===== src/rtl/median_filter_pkg.sv =====
// Shared types for the filter datapath.
// Pixel format, streamer states and width helper.
package median_filter_pkg;

  localparam int PIXEL_W = 24;

  typedef struct packed {
    logic [7:0] red;
    logic [7:0] green;
    logic [7:0] blue;
  } pixel_t;

  typedef enum logic [2:0] {
    IDLE,
    READ,
    GAP,
    DRAIN,
    DONE
  } stream_state_t;

  // Counter width for a bound, never below one bit.
  function automatic int cw(input int n);
    return (n > 1) ? $clog2(n) : 1;
  endfunction

endpackage


===== src/rtl/pixel_valid_if.sv =====
// Valid-only pixel stream, no backpressure.
// Master drives valid and pixel; slave must accept every valid.
interface pixel_valid_if;
  import median_filter_pkg::*;

  logic   valid;
  pixel_t pixel;

  modport master (
    output valid,
    output pixel
  );

  modport slave (
    input valid,
    input pixel
  );

endinterface


===== src/rtl/raster_counter.sv =====
// Raster x/y counter with line and frame wrap.
// Advances one position per enabled cycle.
module raster_counter
  import median_filter_pkg::*;
#(
  parameter int LEN    = 1080,
  parameter int HEIGHT = 720,
  localparam int XW    = cw(LEN),
  localparam int YW    = cw(HEIGHT)
) (
  input  logic          clk,
  input  logic          rst_n,
  input  logic          clr,
  input  logic          en,
  output logic [XW-1:0] x,
  output logic [YW-1:0] y,
  output logic          eol,
  output logic          eof
);

  localparam logic [XW-1:0] X_LAST = XW'(LEN - 1);
  localparam logic [YW-1:0] Y_LAST = YW'(HEIGHT - 1);

  assign eol = (x == X_LAST);
  assign eof = eol && (y == Y_LAST);

  // Step through the frame, wrapping x per line and y per frame.
  always_ff @(posedge clk or negedge rst_n) begin
    if (!rst_n) begin
      x <= '0;
      y <= '0;
    end else if (clr) begin
      x <= '0;
      y <= '0;
    end else if (en) begin
      if (eol) begin
        x <= '0;
        y <= eof ? '0 : y + 1'b1;
      end else begin
        x <= x + 1'b1;
      end
    end
  end

endmodule


===== src/rtl/frame_streamer.sv =====
// Frame memory reader driving a pixel_valid_if master.
// Raster order, optional idle gap between lines, done pulse at end.
module frame_streamer
  import median_filter_pkg::*;
#(
  parameter int IMAGE_LEN    = 1080,
  parameter int IMAGE_HEIGHT = 720,
  parameter int LINE_GAP     = 0,
  parameter int MEM_ADDR_W   = cw(IMAGE_LEN * IMAGE_HEIGHT)
) (
  input  logic                  clk,
  input  logic                  rst_n,
  input  logic                  start_i,
  output logic                  mem_en_o,
  output logic [MEM_ADDR_W-1:0] mem_addr_o,
  input  pixel_t                mem_data_i,
  pixel_valid_if.master         pixel_valid_if_o,
  output logic                  sof_o,
  output logic                  eol_o,
  output logic                  busy_o,
  output logic                  done_o
);

  localparam int XW = cw(IMAGE_LEN);
  localparam int YW = cw(IMAGE_HEIGHT);
  localparam int GW = cw(LINE_GAP);
  localparam logic [GW-1:0] GAP_LAST =
    GW'((LINE_GAP > 0) ? LINE_GAP - 1 : 0);

  stream_state_t   state;
  logic [GW-1:0]   gap_cnt;
  logic [XW-1:0]   x;
  logic [YW-1:0]   y;
  logic            eol;
  logic            eof;
  logic            v1;
  logic            sof1;
  logic            eol1;

  raster_counter #(
    .LEN    (IMAGE_LEN),
    .HEIGHT (IMAGE_HEIGHT)
  ) u_rc (
    .clk   (clk),
    .rst_n (rst_n),
    .clr   (state == IDLE),
    .en    (state == READ),
    .x     (x),
    .y     (y),
    .eol   (eol),
    .eof   (eof)
  );

  // Sequencer: READ is exactly the set of cycles with mem_en_o high.
  always_ff @(posedge clk or negedge rst_n) begin
    if (!rst_n) begin
      state      <= IDLE;
      mem_en_o   <= 1'b0;
      mem_addr_o <= '0;
      gap_cnt    <= '0;
      busy_o     <= 1'b0;
      done_o     <= 1'b0;
    end else begin
      unique case (state)
        IDLE: begin
          if (start_i) begin
            state      <= READ;
            mem_en_o   <= 1'b1;
            mem_addr_o <= '0;
            busy_o     <= 1'b1;
          end
        end
        READ: begin
          if (!eof) begin
            mem_addr_o <= mem_addr_o + 1'b1;
          end
          if (eof) begin
            state    <= DRAIN;
            mem_en_o <= 1'b0;
          end else if (eol && (LINE_GAP > 0)) begin
            state    <= GAP;
            mem_en_o <= 1'b0;
            gap_cnt  <= '0;
          end
        end
        GAP: begin
          if (gap_cnt == GAP_LAST) begin
            state    <= READ;
            mem_en_o <= 1'b1;
          end else begin
            gap_cnt <= gap_cnt + 1'b1;
          end
        end
        DRAIN: begin
          if (!v1) begin
            state  <= DONE;
            done_o <= 1'b1;
          end
        end
        DONE: begin
          state  <= IDLE;
          done_o <= 1'b0;
          busy_o <= 1'b0;
        end
        default: begin
          state    <= IDLE;
          mem_en_o <= 1'b0;
          busy_o   <= 1'b0;
          done_o   <= 1'b0;
        end
      endcase
    end
  end

  // Two-stage output pipe: read cycle, memory data, output register.
  always_ff @(posedge clk or negedge rst_n) begin
    if (!rst_n) begin
      v1                     <= 1'b0;
      sof1                   <= 1'b0;
      eol1                   <= 1'b0;
      pixel_valid_if_o.valid <= 1'b0;
      pixel_valid_if_o.pixel <= '0;
      sof_o                  <= 1'b0;
      eol_o                  <= 1'b0;
    end else begin
      v1                     <= mem_en_o;
      sof1                   <= mem_en_o && (x == '0) && (y == '0);
      eol1                   <= mem_en_o && eol;
      pixel_valid_if_o.valid <= v1;
      sof_o                  <= sof1;
      eol_o                  <= eol1;
      if (v1) begin
        pixel_valid_if_o.pixel <= mem_data_i;
      end
    end
  end

endmodule


===== src/flat_wrapper.sv =====
// flat-port wrapper written by rule: the top's interface ports become plain ports
module frame_streamer_flat import median_filter_pkg::*;
#(
  parameter int IMAGE_LEN    = 1080,
  parameter int IMAGE_HEIGHT = 720,
  parameter int LINE_GAP     = 0,
  parameter int MEM_ADDR_W   = cw(IMAGE_LEN * IMAGE_HEIGHT)
)
  (clk, rst_n, start_i, mem_en_o, mem_addr_o, mem_data_i, sof_o, eol_o, busy_o, done_o, pixel_valid_if_o_valid, pixel_valid_if_o_pixel);
  pixel_valid_if pixel_valid_if_o_i ();
  input  logic clk;
  input  logic rst_n;
  input  logic start_i;
  output logic mem_en_o;
  output logic [MEM_ADDR_W-1:0] mem_addr_o;
  input  pixel_t mem_data_i;
  output logic sof_o;
  output logic eol_o;
  output logic busy_o;
  output logic done_o;
  output wire logic [$bits(pixel_valid_if_o_i.valid)-1:0] pixel_valid_if_o_valid;
  output wire logic [$bits(pixel_valid_if_o_i.pixel)-1:0] pixel_valid_if_o_pixel;
  assign pixel_valid_if_o_valid = pixel_valid_if_o_i.valid;
  assign pixel_valid_if_o_pixel = pixel_valid_if_o_i.pixel;
  frame_streamer #(.IMAGE_LEN(IMAGE_LEN), .IMAGE_HEIGHT(IMAGE_HEIGHT), .LINE_GAP(LINE_GAP), .MEM_ADDR_W(MEM_ADDR_W)) u_core (.clk(clk), .rst_n(rst_n), .start_i(start_i), .mem_en_o(mem_en_o), .mem_addr_o(mem_addr_o), .mem_data_i(mem_data_i), .pixel_valid_if_o(pixel_valid_if_o_i), .sof_o(sof_o), .eol_o(eol_o), .busy_o(busy_o), .done_o(done_o));
endmodule

===== config.mk =====
export PLATFORM = sky130hd
export DESIGN_NAME = frame_streamer_flat
export DESIGN_NICKNAME = d
export VERILOG_FILES = /design/src/rtl/median_filter_pkg.sv /design/src/rtl/pixel_valid_if.sv /design/src/rtl/raster_counter.sv /design/src/rtl/frame_streamer.sv /design/src/flat_wrapper.sv
export SDC_FILE = /design/constraint.sdc
export NUM_CORES = 1
export LEC_CHECK = 0
export ABC_AREA = 1
export BUFFER_PORTS_ARGS = -buffer_cell sky130_fd_sc_hd__buf_2
export CORE_MARGIN = 5
export CORE_UTILIZATION = 45
export CTS_CLUSTER_DIAMETER = 120
export DETAILED_ROUTE_END_ITERATION = 12
export HOLD_SLACK_MARGIN = 0.05
export PLACE_DENSITY = 0.64
export SYNTH_ARGS = -nofsm -noshare
export SYNTH_HDL_FRONTEND = slang
export SYNTH_HIERARCHICAL = 1
export SYNTH_SLANG_ARGS = --single-unit

===== constraint.sdc =====
create_clock -name clk -period 2.6 [get_ports clk]
set_input_delay 0.26 -clock clk [delete_from_list [all_inputs] [get_ports clk]]
set_output_delay 0.26 -clock clk [all_outputs]
set_load 0.02 [all_outputs]

; Yosys cells after proc, flatten, opt, wreduce, memory -nomap -nowiden
; Cells that the tools add are included.
[totals]
reg_bits = 78
word_cells = 76
input_bits = 27
[op_classes]
bitwise_logic = 3
muxes = 23
eq_ne = 11
n_reduce_logical = 18
n_addsub = 4
[ops]
columns = op, n
row1 = $mux 10, 4
row2 = $mux 20, 2
row3 = $pmux 20 s2, 1
row4 = $mux 11, 3
row5 = $add 20x1->20 const B, 1
row6 = $mux 3, 4
row7 = $pmux 3 s4, 1
row8 = $add 11x1->11 const B, 1
row9 = $eq 11x11->1 const B, 1
row10 = $logic_not 11->1, 1
row11 = $add 10x1->10 const B, 1
row12 = $eq 10x10->1 const B, 1
row13 = $logic_not 10->1, 1
row14 = $ne 2x2->1 const B, 4
row15 = $reduce_and 4->1, 2
row16 = $eq 3x2->1 const B, 2
row17 = $reduce_and 2->1, 3
row18 = $reduce_or 3->1, 2
row19 = $mux 1, 5
row20 = $logic_and 1x1->1, 4
row21 = $pmux 1 s2, 2
row22 = $pmux 1 s4, 1
row23 = $reduce_bool 2->1, 2
row24 = $eq 3x1->1 const B, 1
row25 = 7 further kinds, 9

; Longest topological paths before layout
[depth]
word_depth = 6
mapped_depth = 13
mapped_depth_nobuf = 12

; Hierarchy
; Netlist, hierarchy kept.
[by_module_without_submodules]
columns = mod, seq_area_each_um2, cells_each, n_inst, area_per_inst_um2
row1 = frame_streamer, 1401.3, 288, 1, 2653.8
row2 = raster_counter, 525.5, 164, 1, 1242.4

; Worst setup path before layout
; No wires, ideal clock.
[synth_timing]
path_type = reg2reg
start = register u_core.u_rc.y[0]
end = register u_core.mem_addr_o[11]
arrival_ns = 1.644
setup_time_ns = 0.120
synth_period_minus_slack_ns = 1.763
path_stages_with_launch = 12
slack_ns = 0.837
cell_sequence = dfrtp_1 ha_1 nand2_1 nor2_2 nand3_1 nor2_1 inv_1 nand3_4 nand2_4 buf_8 a31oi_1 nor2_1
[synth_between]
elab_chain_cells = 4
[synth_lines]
columns = item, line
row1 = "start, declared", raster_counter.sv:16  ; output logic [YW-1:0] y,
row2 = "start signal, assigned", raster_counter.sv:38  ; y <= eof ? '0 : y + 1'b1;
row3 = $eq 10x10->1, raster_counter.sv:25  ; assign eof = eol && (y == Y_LAST);
row4 = $logic_and 1x1->1, raster_counter.sv:25
row5 = named net u_core.eof, frame_streamer.sv:35  ; logic eof;
row6 = $ne 2x2->1 (no line), --
row7 = $reduce_and 3->1 (no line), --
row8 = "end signal, assigned", frame_streamer.sv:75  ; mem_addr_o <= mem_addr_o + 1'b1;
row9 = "end, declared", frame_streamer.sv:15  ; output logic [MEM_ADDR_W-1:0] mem_addr_o,
; The timed path passes the listed nets, and every way through them passes these cells.
; A chain may end at the register's enable or synchronous reset.

; Worst setup path in the final report
[layout_timing]
start = register u_core.u_rc.x[0]
end = register u_core.mem_addr_o[4]
[layout_between]
elab_chain_cells = 4
[layout_lines]
columns = item, line
row1 = "start, declared", raster_counter.sv:15  ; output logic [XW-1:0] x,
row2 = "start signal, assigned", raster_counter.sv:40  ; x <= x + 1'b1;
row3 = $eq 11x11->1, raster_counter.sv:24  ; assign eol = (x == X_LAST);
row4 = $logic_and 1x1->1, raster_counter.sv:25
row5 = named net u_core.eof, frame_streamer.sv:35
row6 = $ne 2x2->1 (no line), --
row7 = $reduce_and 3->1 (no line), --
; The timed path passes the listed nets, and every way through them passes these cells.

==> impl_metrics.json <==
{
  "p_leak_uw": 0.002491,
  "ys_ff_latch": 77,
  "cts_hold_buf": 0,
  "drive_gt1_frac": 0.2695,
  "num_rows": 34,
  "period_minus_slack_ps": 2007,
  "place.gp.congestion": 0.8620,
  "netlist_instances": 452,
  "yosysMostFrequentCell": "nand2_1",
  "slew_viol_final": 0,
  "ys_seq_area_frac": 0.4945,
  "grtUsageMet3": 0.04195,
  "cp.arrival_ps": 2240,
  "cp_max_fo": 27,
  "avgRoutedWirePerCell_um": 12.80,
  "grt-busiest-layer": "met2",
  "postCtsSetupRepairBufs": 0,
  "synth_area_leader_cell": "dfrtp_1",
  "h-tree-depth": 3,
  "core_area_um2": 8593,
  "grt_pass1_vias": 3095,
  "drc": 0,
  "grtUsageTotal": 0.1687,
  "grt_start_max_net_pins": 78,
  "yosysTopAreaCellShare": 0.4945,
  "worst_pin_slew_ps": 947.1,
  "max_cap_violations": 0,
  "grt_pass1_wl_mm": 14.08,
  "finalHoldViolations": 0,
  "grt.overflow.total": 0,
  "drtIter0Drc": 107,
  "status": "finished, final reports clean",
  "max_freq_mhz": 498.3,
  "cts_buffers": 9,
  "netlist_top_cells_area": "dfrtp_1 (49%), nand2_1 (10%), mux2_2 (6.9%)",
  "diodes": 0,
  "synth_flop_cell": "dfrtp_1",
  "power_density_nw_per_um2": 508.4,
  "cp-start-kind": "register",
  "antenna_found_initial": 0,
  "cp.required_ps": 2840,
  "synth-edff-count": 0,
  "yosys_warnings": 6,
  "netlist-cell-type-count": 36,
  "start_util": 0.4534,
  "vdd.ir_drop.worst_mv": 0.3713,
  "io_pins": 77,
  "setup_violations": 0,
  "critPathKind": "reg2reg",
  "skew_ps": 9.373,
  "port_buffers": 76,
  "syn_area_um2": 3896,
  "die_area_um2": 10620,
  "post-route-period-util": 0.7719,
  "grtUsageMet1": 0.2101,
  "totalWireLength_mm": 8.267,
  "use_met2": 0.2876,
  "via_count": 3226,
  "hold_class": "in2async",
  "rsz0062_at_grt": "no",
  "die_x_um": 103.1,
  "fp.dieH_um": 103.1,
  "slew_headroom": 0.3686,
  "final_nets": 563,
  "async_flop_share": 1.000,
  "cts.sinks": 77,
  "synthesis.nets": 482,
  "syn_to_final_growth_pct": 18.14,
  "via_per_inst": 4.994,
  "ctsResizeCount": 0,
  "fin_setup_tns_ps": 0,
  "clk_pin_slew_worst_paths_ps": 80,
  "cts_tree": "done",
  "cts-root-buf": "clkbuf_8",
  "syn_avg_cell_area_um2": 8.620,
  "postRouteAntennaNets": 0,
  "drt_pass1_iterations": 4,
  "synthTopCellsByCount": "nand2_1 (108), dfrtp_1 (77), inv_1 (51), nor2_1 (51), nand3_1 (32)",
  "clk-insertion-delay-late_ps": 350,
  "finalPower_uw": 2340,
  "end_kind": "register",
  "dp_hpwl_mm": 6.083,
  "cts_max_path_buffers": 2
}
[through the flow]
stage	hold slack (ps)	setup WS, ps	utilization	instances	instance area (um^2)
after global placement	333.3	666.1	0.5068	630	4355
after floorplan	-35.59	836.6	-	452	3896
final	57.06	593.2	0.5357	646	4603
after CTS	91.04	569.1	0.5357	646	4603
after detailed placement	336.4	587.9	0.5068	630	4355
after global routing	115.4	273.4	0.5357	646	4603
[critical path, cell delays in order, from the launching register on]
cell and delay [ps]:
dfrtp_1 410, ha_1 210, nand2_1 60, nor2_1 140, nand3_2 140, nor2_1 200, inv_1 110, nand3_4 120
nand2_4 170, nand2_1 130, xor2_1 150, nor2_1 50
[cell families after synthesis]
family / synth area share
compound gates: 0.04913
xor+xnor: 0.01349
fa+ha+maj: 0.009635
buf+inv: 0.07193
flops: 0.4945
mux: 0.07193
simple gates: 0.2893
[sequential cells by signal, indices dropped and copies added, names as in the netlist]
signal                         cells
u_core/eol_o                       1
u_core/state                       3
u_core/v1                          1
u_core/u_rc/x                     11
u_core/pixel_valid_if_o.pixel     24
u_core/mem_addr_o                 20
u_core/pixel_valid_if_o.valid      1
u_core/sof_o                       1
u_core/mem_en_o                    1
u_core/eol1                        1
u_core/u_rc/y                     10
u_core/done_o                      1
u_core/busy_o                      1
u_core/sof1                        1
[placed cells by master, fill, tap and decap left out, types with 5 or more instances in the layout]
cell type	instances
o21ai_0	14
mux2_2	24
clkbuf_8	9
nand4_1	15
nor3_1	10
nand3_1	32
o21ai_1	7
a21oi_1	11
buf_2	75
nor2_1	51
nand2_1	108
inv_2	5
dfrtp_1	77
nor2_2	7
inv_1	51
xor2_1	5
[layer usage]
layer	vias to the layer above	routed length, um
met3	7	384
met4	0	99
li1	1624	-
met5	-	0
met2	59	4220
met1	1536	3562
[worst paths after layout]
check / startpoint / to / slack [ps] / cells past startpoint
max: u_core/u_rc/x[0] / u_core/mem_addr_o[4] / 590 / 11
max in group asynchronous: rst_n / u_core/u_rc/y[0] / 1930 / 1
min in group clk: mem_data_i[11] / u_core/pixel_valid_if_o.pixel[11] / 130 / 2
min reg2reg: u_core/sof1 / u_core/sof_o / 340 / 0
max reg2reg: u_core/u_rc/x[0] / u_core/mem_addr_o[4] / 590 / 11
min: rst_n / u_core/pixel_valid_if_o.pixel[13] / 60 / 1
[final cells by class]
| class | count | area [um^2] |
|---|---|---|
| fillers | 814 | 3990 |
| clock buffers | 9 | 123.9 |
| clock inverters | 7 | 123.9 |
| inverters | 57 | 214.0 |
| repair buffers | 77 | 390.4 |
| flip-flops and latches | 77 | 1927 |
| multi-input cells | 311 | 1689 |
| well taps | 108 | 135.1 |
[power breakdown]
group | internal [uW] | switching, uW | leakage (uW)
clock network | 642 | 459 | 0.000120
registers | 1200 | 0 | 0.000994
logic | 14.1 | 28.2 | 0.00138
total | 1850 | 487 | 0.00249
No activity file was read; power rests on OpenSTA's default activity.
